===== src/rtl/sc_config_bank_if.sv =====
// sc_config_bank_if: Avalon-MM slave bus between the Nios CPU and sc_config_bank
interface sc_config_bank_if #(
  parameter int ADDR_W = 4
);
  logic [31:0]       writedata;
  logic [31:0]       readdata;
  logic              readdatavalid;
  logic [ADDR_W-1:0] address;
  logic [3:0]        byteenable;
  logic              write;
  logic              read;
  logic              chipselect;
  logic              waitrequest_n;
  modport master (
    output writedata, address, byteenable, write, read, chipselect,
    input  readdata, readdatavalid, waitrequest_n
  );
  modport slave (
    input  writedata, address, byteenable, write, read, chipselect,
    output readdata, readdatavalid, waitrequest_n
  );
endinterface


===== src/rtl/sc_config_bank.sv =====
// sc_config_bank: double-buffered Avalon-MM config/status bank, commits shadow->active on vsync rise
// SC_CONFIG_READBACK_EN: config reads return shadow words and CTRL exposes the pending bit
module sc_config_bank #(
  parameter int NUM_STATUS = 2,
  parameter int NUM_CONFIG = 8,
  parameter int ADDR_W     = 4
) (
  input  logic                     clk_i,
  input  logic                     rst_ni,
  sc_config_bank_if.slave          avalon_s,
  input  logic [NUM_STATUS*32-1:0] status_i,
  input  logic                     vsync_i,
  output logic [NUM_CONFIG*32-1:0] cfg_o,
  output logic                     commit_done_o
);
  localparam int CA = NUM_STATUS + NUM_CONFIG;
  if (2**ADDR_W <= CA) begin : g_addr_chk
    $error("sc_config_bank: ADDR_W too small for the register map");
  end
  typedef enum logic [1:0] {IDLE, PENDING, COMMIT} state_e;
  state_e                   state, state_n;
  logic [NUM_CONFIG*32-1:0] shadow;
  logic [NUM_STATUS*32-1:0] status_snap;
  logic                     imm, vsync_q, vs_rise, wr, rd, ctrl_wr, req;
  logic [31:0]              rdata;
  assign vs_rise  = vsync_i & ~vsync_q;
  assign wr       = avalon_s.chipselect & avalon_s.write;
  assign rd       = avalon_s.chipselect & avalon_s.read;
  assign ctrl_wr  = wr & (avalon_s.address == ADDR_W'(CA)) & avalon_s.byteenable[0];
  assign req      = ctrl_wr & avalon_s.writedata[0];
  assign avalon_s.waitrequest_n = 1'b1;
  // a request arriving in COMMIT re-arms instead of being lost
  always_comb begin
    state_n = (state == IDLE)    ? (req ? PENDING : IDLE) :
              (state == PENDING) ? (vs_rise ? COMMIT : PENDING) :
                                   (req ? PENDING : IDLE);
  end
  always_comb begin
    rdata = '0;
    for (int k = 0; k < NUM_STATUS; k++)
      if (avalon_s.address == ADDR_W'(k)) rdata = status_snap[32*k +: 32];
`ifdef SC_CONFIG_READBACK_EN
    for (int k = 0; k < NUM_CONFIG; k++)
      if (avalon_s.address == ADDR_W'(NUM_STATUS + k)) rdata = shadow[32*k +: 32];
    if (avalon_s.address == ADDR_W'(CA)) rdata = {29'b0, imm, state == PENDING, 1'b0};
`else
    if (avalon_s.address == ADDR_W'(CA)) rdata = {29'b0, imm, 2'b0};
`endif
  end
  always_ff @(posedge clk_i) begin
    if (!rst_ni) begin
      state                  <= IDLE;
      shadow                 <= '0;
      cfg_o                  <= '0;
      status_snap            <= '0;
      imm                    <= 1'b0;
      vsync_q                <= 1'b1;
      commit_done_o          <= 1'b0;
      avalon_s.readdata      <= '0;
      avalon_s.readdatavalid <= 1'b0;
    end else begin
      state   <= state_n;
      vsync_q <= vsync_i;
      if (vs_rise) status_snap <= status_i;
      if (ctrl_wr) imm <= avalon_s.writedata[2];
      for (int k = 0; k < NUM_CONFIG; k++)
        for (int b = 0; b < 4; b++)
          if (wr && avalon_s.address == ADDR_W'(NUM_STATUS + k) && avalon_s.byteenable[b])
            shadow[32*k + 8*b +: 8] <= avalon_s.writedata[8*b +: 8];
      if (imm || state == COMMIT) cfg_o <= shadow;
      commit_done_o          <= state == COMMIT;
      avalon_s.readdata      <= rd ? rdata : '0;
      avalon_s.readdatavalid <= rd;
    end
  end
endmodule


===== src/flat_wrapper.sv =====
// flat-port wrapper written by rule: the top's interface ports become plain ports
module sc_config_bank_flat 
#(
  parameter int NUM_STATUS = 2,
  parameter int NUM_CONFIG = 8,
  parameter int ADDR_W     = 4
)
  (clk_i, rst_ni, status_i, vsync_i, cfg_o, commit_done_o, avalon_s_writedata, avalon_s_address, avalon_s_byteenable, avalon_s_write, avalon_s_read, avalon_s_chipselect, avalon_s_readdata, avalon_s_readdatavalid, avalon_s_waitrequest_n);
  sc_config_bank_if #(.ADDR_W(ADDR_W)) avalon_s_i ();
  input  logic clk_i;
  input  logic rst_ni;
  input  logic [NUM_STATUS*32-1:0] status_i;
  input  logic vsync_i;
  output logic [NUM_CONFIG*32-1:0] cfg_o;
  output logic commit_done_o;
  input wire logic [$bits(avalon_s_i.writedata)-1:0] avalon_s_writedata;
  input wire logic [$bits(avalon_s_i.address)-1:0] avalon_s_address;
  input wire logic [$bits(avalon_s_i.byteenable)-1:0] avalon_s_byteenable;
  input wire logic [$bits(avalon_s_i.write)-1:0] avalon_s_write;
  input wire logic [$bits(avalon_s_i.read)-1:0] avalon_s_read;
  input wire logic [$bits(avalon_s_i.chipselect)-1:0] avalon_s_chipselect;
  output wire logic [$bits(avalon_s_i.readdata)-1:0] avalon_s_readdata;
  output wire logic [$bits(avalon_s_i.readdatavalid)-1:0] avalon_s_readdatavalid;
  output wire logic [$bits(avalon_s_i.waitrequest_n)-1:0] avalon_s_waitrequest_n;
  assign avalon_s_i.writedata = avalon_s_writedata;
  assign avalon_s_i.address = avalon_s_address;
  assign avalon_s_i.byteenable = avalon_s_byteenable;
  assign avalon_s_i.write = avalon_s_write;
  assign avalon_s_i.read = avalon_s_read;
  assign avalon_s_i.chipselect = avalon_s_chipselect;
  assign avalon_s_readdata = avalon_s_i.readdata;
  assign avalon_s_readdatavalid = avalon_s_i.readdatavalid;
  assign avalon_s_waitrequest_n = avalon_s_i.waitrequest_n;
  sc_config_bank #(.NUM_STATUS(NUM_STATUS), .NUM_CONFIG(NUM_CONFIG), .ADDR_W(ADDR_W)) u_core (.clk_i(clk_i), .rst_ni(rst_ni), .avalon_s(avalon_s_i), .status_i(status_i), .vsync_i(vsync_i), .cfg_o(cfg_o), .commit_done_o(commit_done_o));
endmodule

===== config.mk =====
export PLATFORM = sky130hd
export DESIGN_NAME = sc_config_bank_flat
export DESIGN_NICKNAME = d
export VERILOG_FILES = /design/src/rtl/sc_config_bank_if.sv /design/src/rtl/sc_config_bank.sv /design/src/flat_wrapper.sv
export SDC_FILE = /design/constraint.sdc
export NUM_CORES = 1
export LEC_CHECK = 0
export BUFFER_PORTS_ARGS = -buffer_cell sky130_fd_sc_hd__clkbuf_2
export CORE_ASPECT_RATIO = 0.8
export CORE_MARGIN = 2
export CORE_UTILIZATION = 44
export DETAILED_ROUTE_END_ITERATION = 10
export PLACE_DENSITY_LB_ADDON = 0.3
export SLEW_MARGIN = 20
export SYNTH_ARGS = -nofsm -noshare
export SYNTH_HDL_FRONTEND = slang
export SYNTH_SLANG_ARGS = --single-unit

===== constraint.sdc =====
create_clock -name clk_i -period 3.55 [get_ports clk_i]
set_clock_uncertainty 0.2 [all_clocks]
set_input_delay 0.5325 -clock clk_i [delete_from_list [all_inputs] [get_ports clk_i]]
set_output_delay 0.5325 -clock clk_i [all_outputs]
set_load 0.01 [all_outputs]

# Yosys cells after proc, flatten, opt, wreduce, memory -nomap -nowiden
# Cells that the tools add are included.
op_classes:
  n_eq_ne: 12
  mux: 7
  bitwise: 9
  reduce_logical: 45
ops:
  columns: ["op", "n"]
  rows:
  - ["$mux 32", 2]
  - ["$logic_and 1x1->1", 40]
  - ["$eq 4x3->1 const B", 4]
  - ["$eq 4x4->1 const B", 3]
  - ["$eq 4x2->1 const B", 2]
  - ["$and 1x1->1", 6]
  - ["$mux 2", 3]
  - ["$eq 4x1->1 const B", 1]
  - ["$logic_not 4->1", 1]
  - ["$mux 3", 1]
  - ["$not 1->1", 3]
  - ["$reduce_or 3->1", 1]
  - ["$eq 2x1->1 const B", 1]
  - ["$eq 2x2->1 const B", 1]
  - ["$logic_not 2->1", 1]
  - ["$reduce_and 2->1", 1]
  - ["$logic_or 1x1->1", 1]
  - ["$mux 1", 1]
word_totals:
  ff_bits: 614
  input_bits: 110
  out_inout_bits: 291
  elab_cells: 114

# Logic depth before layout (Yosys ltp)
logic_depth:
  ltp_word: 7
  depth_mapped: 7
  ltp_nobuf: 3

# Least setup slack after synthesis
# Ideal clock, no wire load.
synth_path:
  path_type: "in2reg"
  from: "in avalon_s_address[0]"
  to: "reg u_core.shadow[192]"
  setup_ps: 73
  arrival_time_ps: 1669
  required_time_ps: 3277
  setup_slack_ps: 1608
  stages: 6
  path_buffers: 3
  path_cell_list: "buf_2 nand4bb_1 buf_4 nor4bb_1 buf_4 mux2i_1"
synth_between:
  elab_chain_cells: 3
synth_lines:
  columns: ["item", "line_no", "text"]
  rows:
  - ["from (decl)", "flat_wrapper.sv:17", "input wire logic [$bits(avalon_s_i.address)-1:0] avalon_s_address;"]
  - ["$eq 4x4->1", "sc_config_bank.sv:68", "if (wr && avalon_s.address == ADDR_W'(NUM_STATUS + k) && avalon_s.byteenable[b])"]
  - ["$logic_and 1x1->1 (2 in series)", "sc_config_bank.sv:68", null]
  - ["to (signal, indexed assignment)", "sc_config_bank.sv:69", "shadow[32*k + 8*b +: 8] <= avalon_s.writedata[8*b +: 8];"]
  - ["to (decl)", "sc_config_bank.sv:22", "logic [NUM_CONFIG*32-1:0] shadow;"]
# No other way between the ends.
# A chain may end at the register's enable or synchronous reset.

# Worst setup path after layout
layout_path:
  from: "in avalon_s_address[1]"
  to: "reg u_core.shadow[234]"
# Same word-level chain as after synthesis.

==> metrics.md <==
| Metric | Value |
|---|---|
| Chip Width | `256 µm` |
| CTS max path bufs | `3` |
| Met3 usage | `5.22%` |
| Final layout net count | `2,922` |
| Clock buffer count from CTS | `59` |
| CTS tree | `built` |
| Reg2Reg Capture Point | `u_core.cfg_o[173]` |
| Largest net degree at the start of global routing | `114` |
| Cells after Synth | `2,470` |
| Layout cells sized above 1 | `19.9%` |
| Starting density of the core | `44.8%` |
| Antenna-violating nets left | `0` |
| CTS root buf | `clkbuf_16` |
| Clock-pin slew of the registers on the worst-case setup and hold paths | `0.06 ns` |
| Leakage power | `10.3 nW` |
| PortBufs | `399` |
| Synth cell types | `36` |
| Starting DRT DRC Count | `2,265` |
| Total Neg Setup Slack | `0 ns` |
| Via count | `19,919` |
| CP cell instances | `clkbuf_2 -> nand4b_1 -> nor2_2 -> mux2i_1` |
| Crit Path Max Fanout | `10` |
| Status | `finished clean` |
| Arrival @ worst endpoint | `2.52 ns` |
| Slowest stage cell, crit path | `nand4b_1` |
| H-Tree Depth | `2` |
| Slew Limit Headroom | `31.7%` |
| WP depth | `4` |
| Max incr delay on CP | `0.78 ns` |
| Crit share post-route | `62.2%` |
| Syn nets | `2,580` |
| Remaining DRCs | `0` |
| DIE AREA | `52,600 µm²` |
| Critical Setup Path Class | `primary input to flip-flop` |
| Die Ht | `205 µm` |
| Sequential element share of the synthesized area | `55.0%` |
| Num ports | `401` |
| Pwr Density | `498 nW/µm²` |
| Reg2reg path depth | `3` |
| Routed WL | `75,300 µm` |
| Initial antenna violation count | `5` |
| Post-DR wirelength/cell | `21.3 µm` |
| FP Rows | `73` |
| Clk_lat worst skew | `0.62 ns` |
| Place WS | `0.681 ns` |
| Core Area | `49,900 µm²` |
| Max Cap Viol | `0` |
| GRT met1 Usage | `37.8%` |
| Critical Path End Type | `flip-flop` |
| Met2 usage in global routing | `42.7%` |
| HP Class | `primary input to flip-flop` |
| Post-Syn Area | `22,300 µm²` |
| Setup crit start kind | `primary input` |
| R2R setup slack | `1.38 ns` |
| Total grt overflow | `0` |
| Most used routing layer | `met2` |
| Top delay family on crit path | `simple AND/OR/NAND/NOR gates` |
| Peak supply drop | `0.377 mV` |
| Layout area overhead | `22.3%` |
| Req. time, crit path | `3.87 ns` |
| Setup Buffers After CTS | `0` |
| Clk sink count | `614` |
| Setup Viol. Count Final | `0` |
| 1st-pass router iterations | `8` |
| First-pass GRT wire length | `112,000 µm` |
| Fin. Hold Viols | `0` |
| Worst r2r src | `u_core.imm` |
| Yosys warning total | `0` |
| Synthesized flop and latch total | `614` |
| Vias per cell | `5.63` |
| Capture point of the critical path | `u_core.shadow[234]` |
| Worst Setup SP | `avalon_s_address[1]` |
| Vias in the first global route | `19,021` |
| Avg Cell Area, Syn | `9.04 µm²` |
| Tmin final | `2.21 ns` |
| Top achievable clock speed | `453 MHz` |
| Worst setup margin | `1.34 ns` |
| All-Layer GR Usage | `27.4%` |
| Unrepaired setup endpoints after global routing | `no` |
| CP bufs+invs | `1` |
| HPWL Detailed | `47,900 µm` |
| RePlAce Congestion | `0.809` |
| Worst Tran Pin Value | `1.02 ns` |
| Slew Viols, Final | `0` |
## placed cells by master, fill, tap and decap left out, drive strengths merged
cell and instances:
and4 1, inv 5, clkinvlp 2, dfxtp 614, nand4 1, buf 33, diode 6, nand2b 3
mux2 1, mux2i 257, a22oi 31, nor4bb 2, clkbuf 488, nor2 57, and4b 1, nand3 266
a32oi 1, nand4bb 1, nor2b 5, and3 1, dlygate4sd3 66, nand4b 2, o21ai 256, nor4b 1
nand2 418, nor4 1, nor3 1, clkinv 14, a21o 1, nand3b 7, a21oi 320, o32ai 1
conb 1
## routing by layer
layer / part of all wire (%) / vias to the layer above
li1: - / 9213
met1: 44 / 9648
met2: 45 / 899
met3: 7.6 / 157
met4: 3.3 / 2
met5: 0.016 / -
## flip-flops by register name, summed over array words and instances (netlist names)
| signal | count |
|---|---|
| u_core.imm | 1 |
| u_core.shadow | 256 |
| u_core.status_snap | 64 |
| u_core.cfg_o | 256 |
| u_core.commit_done_o | 1 |
| u_core.state | 2 |
| u_core.avalon_s.readdatavalid | 1 |
| u_core.avalon_s.readdata | 32 |
| u_core.vsync_q | 1 |
## what timing repair did
item / in CTS / in global routing
gates resized for setup: 0 / 0
hold buffers: 66 / 0
hold endpoints to repair: 67 / 0
endpoints found under the setup margin: 0 / 0
## logic make-up (layout without fill, tap and decap cells)
logic type	count (synthesis)	count (layout)	share of synthesized area, %
DFF	614	614	55.0
and+or+nand+nor	768	768	15.4
muxes	258	258	11.6
buffers and inverters	219	608	3.89
AOI/OAI and AO/OA	610	610	14.1
other	1	7	0.0168
## how the worst min path moves through the flow
stage	startpoint	end	slack, ns	cells past startpoint
6_report	avalon_s_chipselect	u_core.avalon_s.readdatavalid	0.10	3
5_1_grt	avalon_s_chipselect	u_core.avalon_s.readdatavalid	0.13	3
4_1_cts	avalon_s_chipselect	u_core.avalon_s.readdatavalid	0.08	3
3_5_place_dp	u_core.shadow[82]	u_core.shadow[82]	0.24	2
3_3_place_gp	u_core.shadow[203]	u_core.shadow[203]	0.24	2
2_1_floorplan	u_core.shadow[100]	u_core.shadow[100]	0.23	2
## report_power, final
part	total [mW]	switching, mW	internal (mW)
Clock	6.10	2.70	3.40
Sequential	6.95	0.0206	6.93
Combinational	0.549	0.391	0.158
Total	13.6	3.11	10.5
## worst reg2reg max path, stage by stage, from the launching register on
cell	delay (ns)
dfxtp_4	0.57
buf_4	0.73
o21ai_0	0.39
a21oi_1	0.20
## stage by stage
stage | hold slack, ns | std cells | power (mW) | util, % | instance area [µm²]
CTS | 0.0752 | 3534 | 13.6 | 54.7 | 27300
global route | 0.135 | 3537 | 14.0 | 54.7 | 27300
detailed placement | 0.243 | 3360 | 7.58 | 49.6 | 24800
global placement | 0.239 | 3360 | 7.57 | 49.6 | 24800
floorplan | 0.231 | 2470 | 7.33 | - | 22300
finish | 0.103 | 3540 | 13.6 | 54.7 | 27300
## cell type report
class                      count  area (µm²)
tap                          675         845
multi-input combinational   1637        9220
clock inverter                18         116
fill                        4514       22600
antenna                        6        15.0
timing repair buffer         497        3030
inverter                       3        26.3
clock buffer                  90        1750
sequential                   614       12300
## Yosys cell counts
master	number	area (µm²)
dfxtp_1	614	12300
nand2_1	418	1570
a21oi_1	320	1600
nand3_1	258	1290
mux2i_1	257	2570
o21ai_0	256	1280
clkbuf_1	164	616
nor2_1	34	128
a22oi_1	31	233
buf_1	25	93.8
buf_2	22	110
nor2_2	20	125
nand3_2	8	80.1
buf_4	5	37.5
nor2b_1	5	31.3
nand3b_1	4	30.0
nand2b_1	3	18.8
nand3b_2	3	33.8
nor2_4	3	33.8
inv_1	2	7.51
nand4b_1	2	17.5
nor4bb_1	2	20.0
a21o_1	1	7.51
a32oi_1	1	8.76
and3_1	1	6.26
and4_1	1	8.76
and4b_1	1	10.0
clkinv_1	1	3.75
conb_1	1	3.75
mux2_2	1	11.3
nand4_1	1	6.26
nand4bb_1	1	11.3
nor3_1	1	5.00
nor4_1	1	6.26
nor4b_1	1	8.76
o32ai_1	1	8.76
Power figures use the tool's default switching activity.
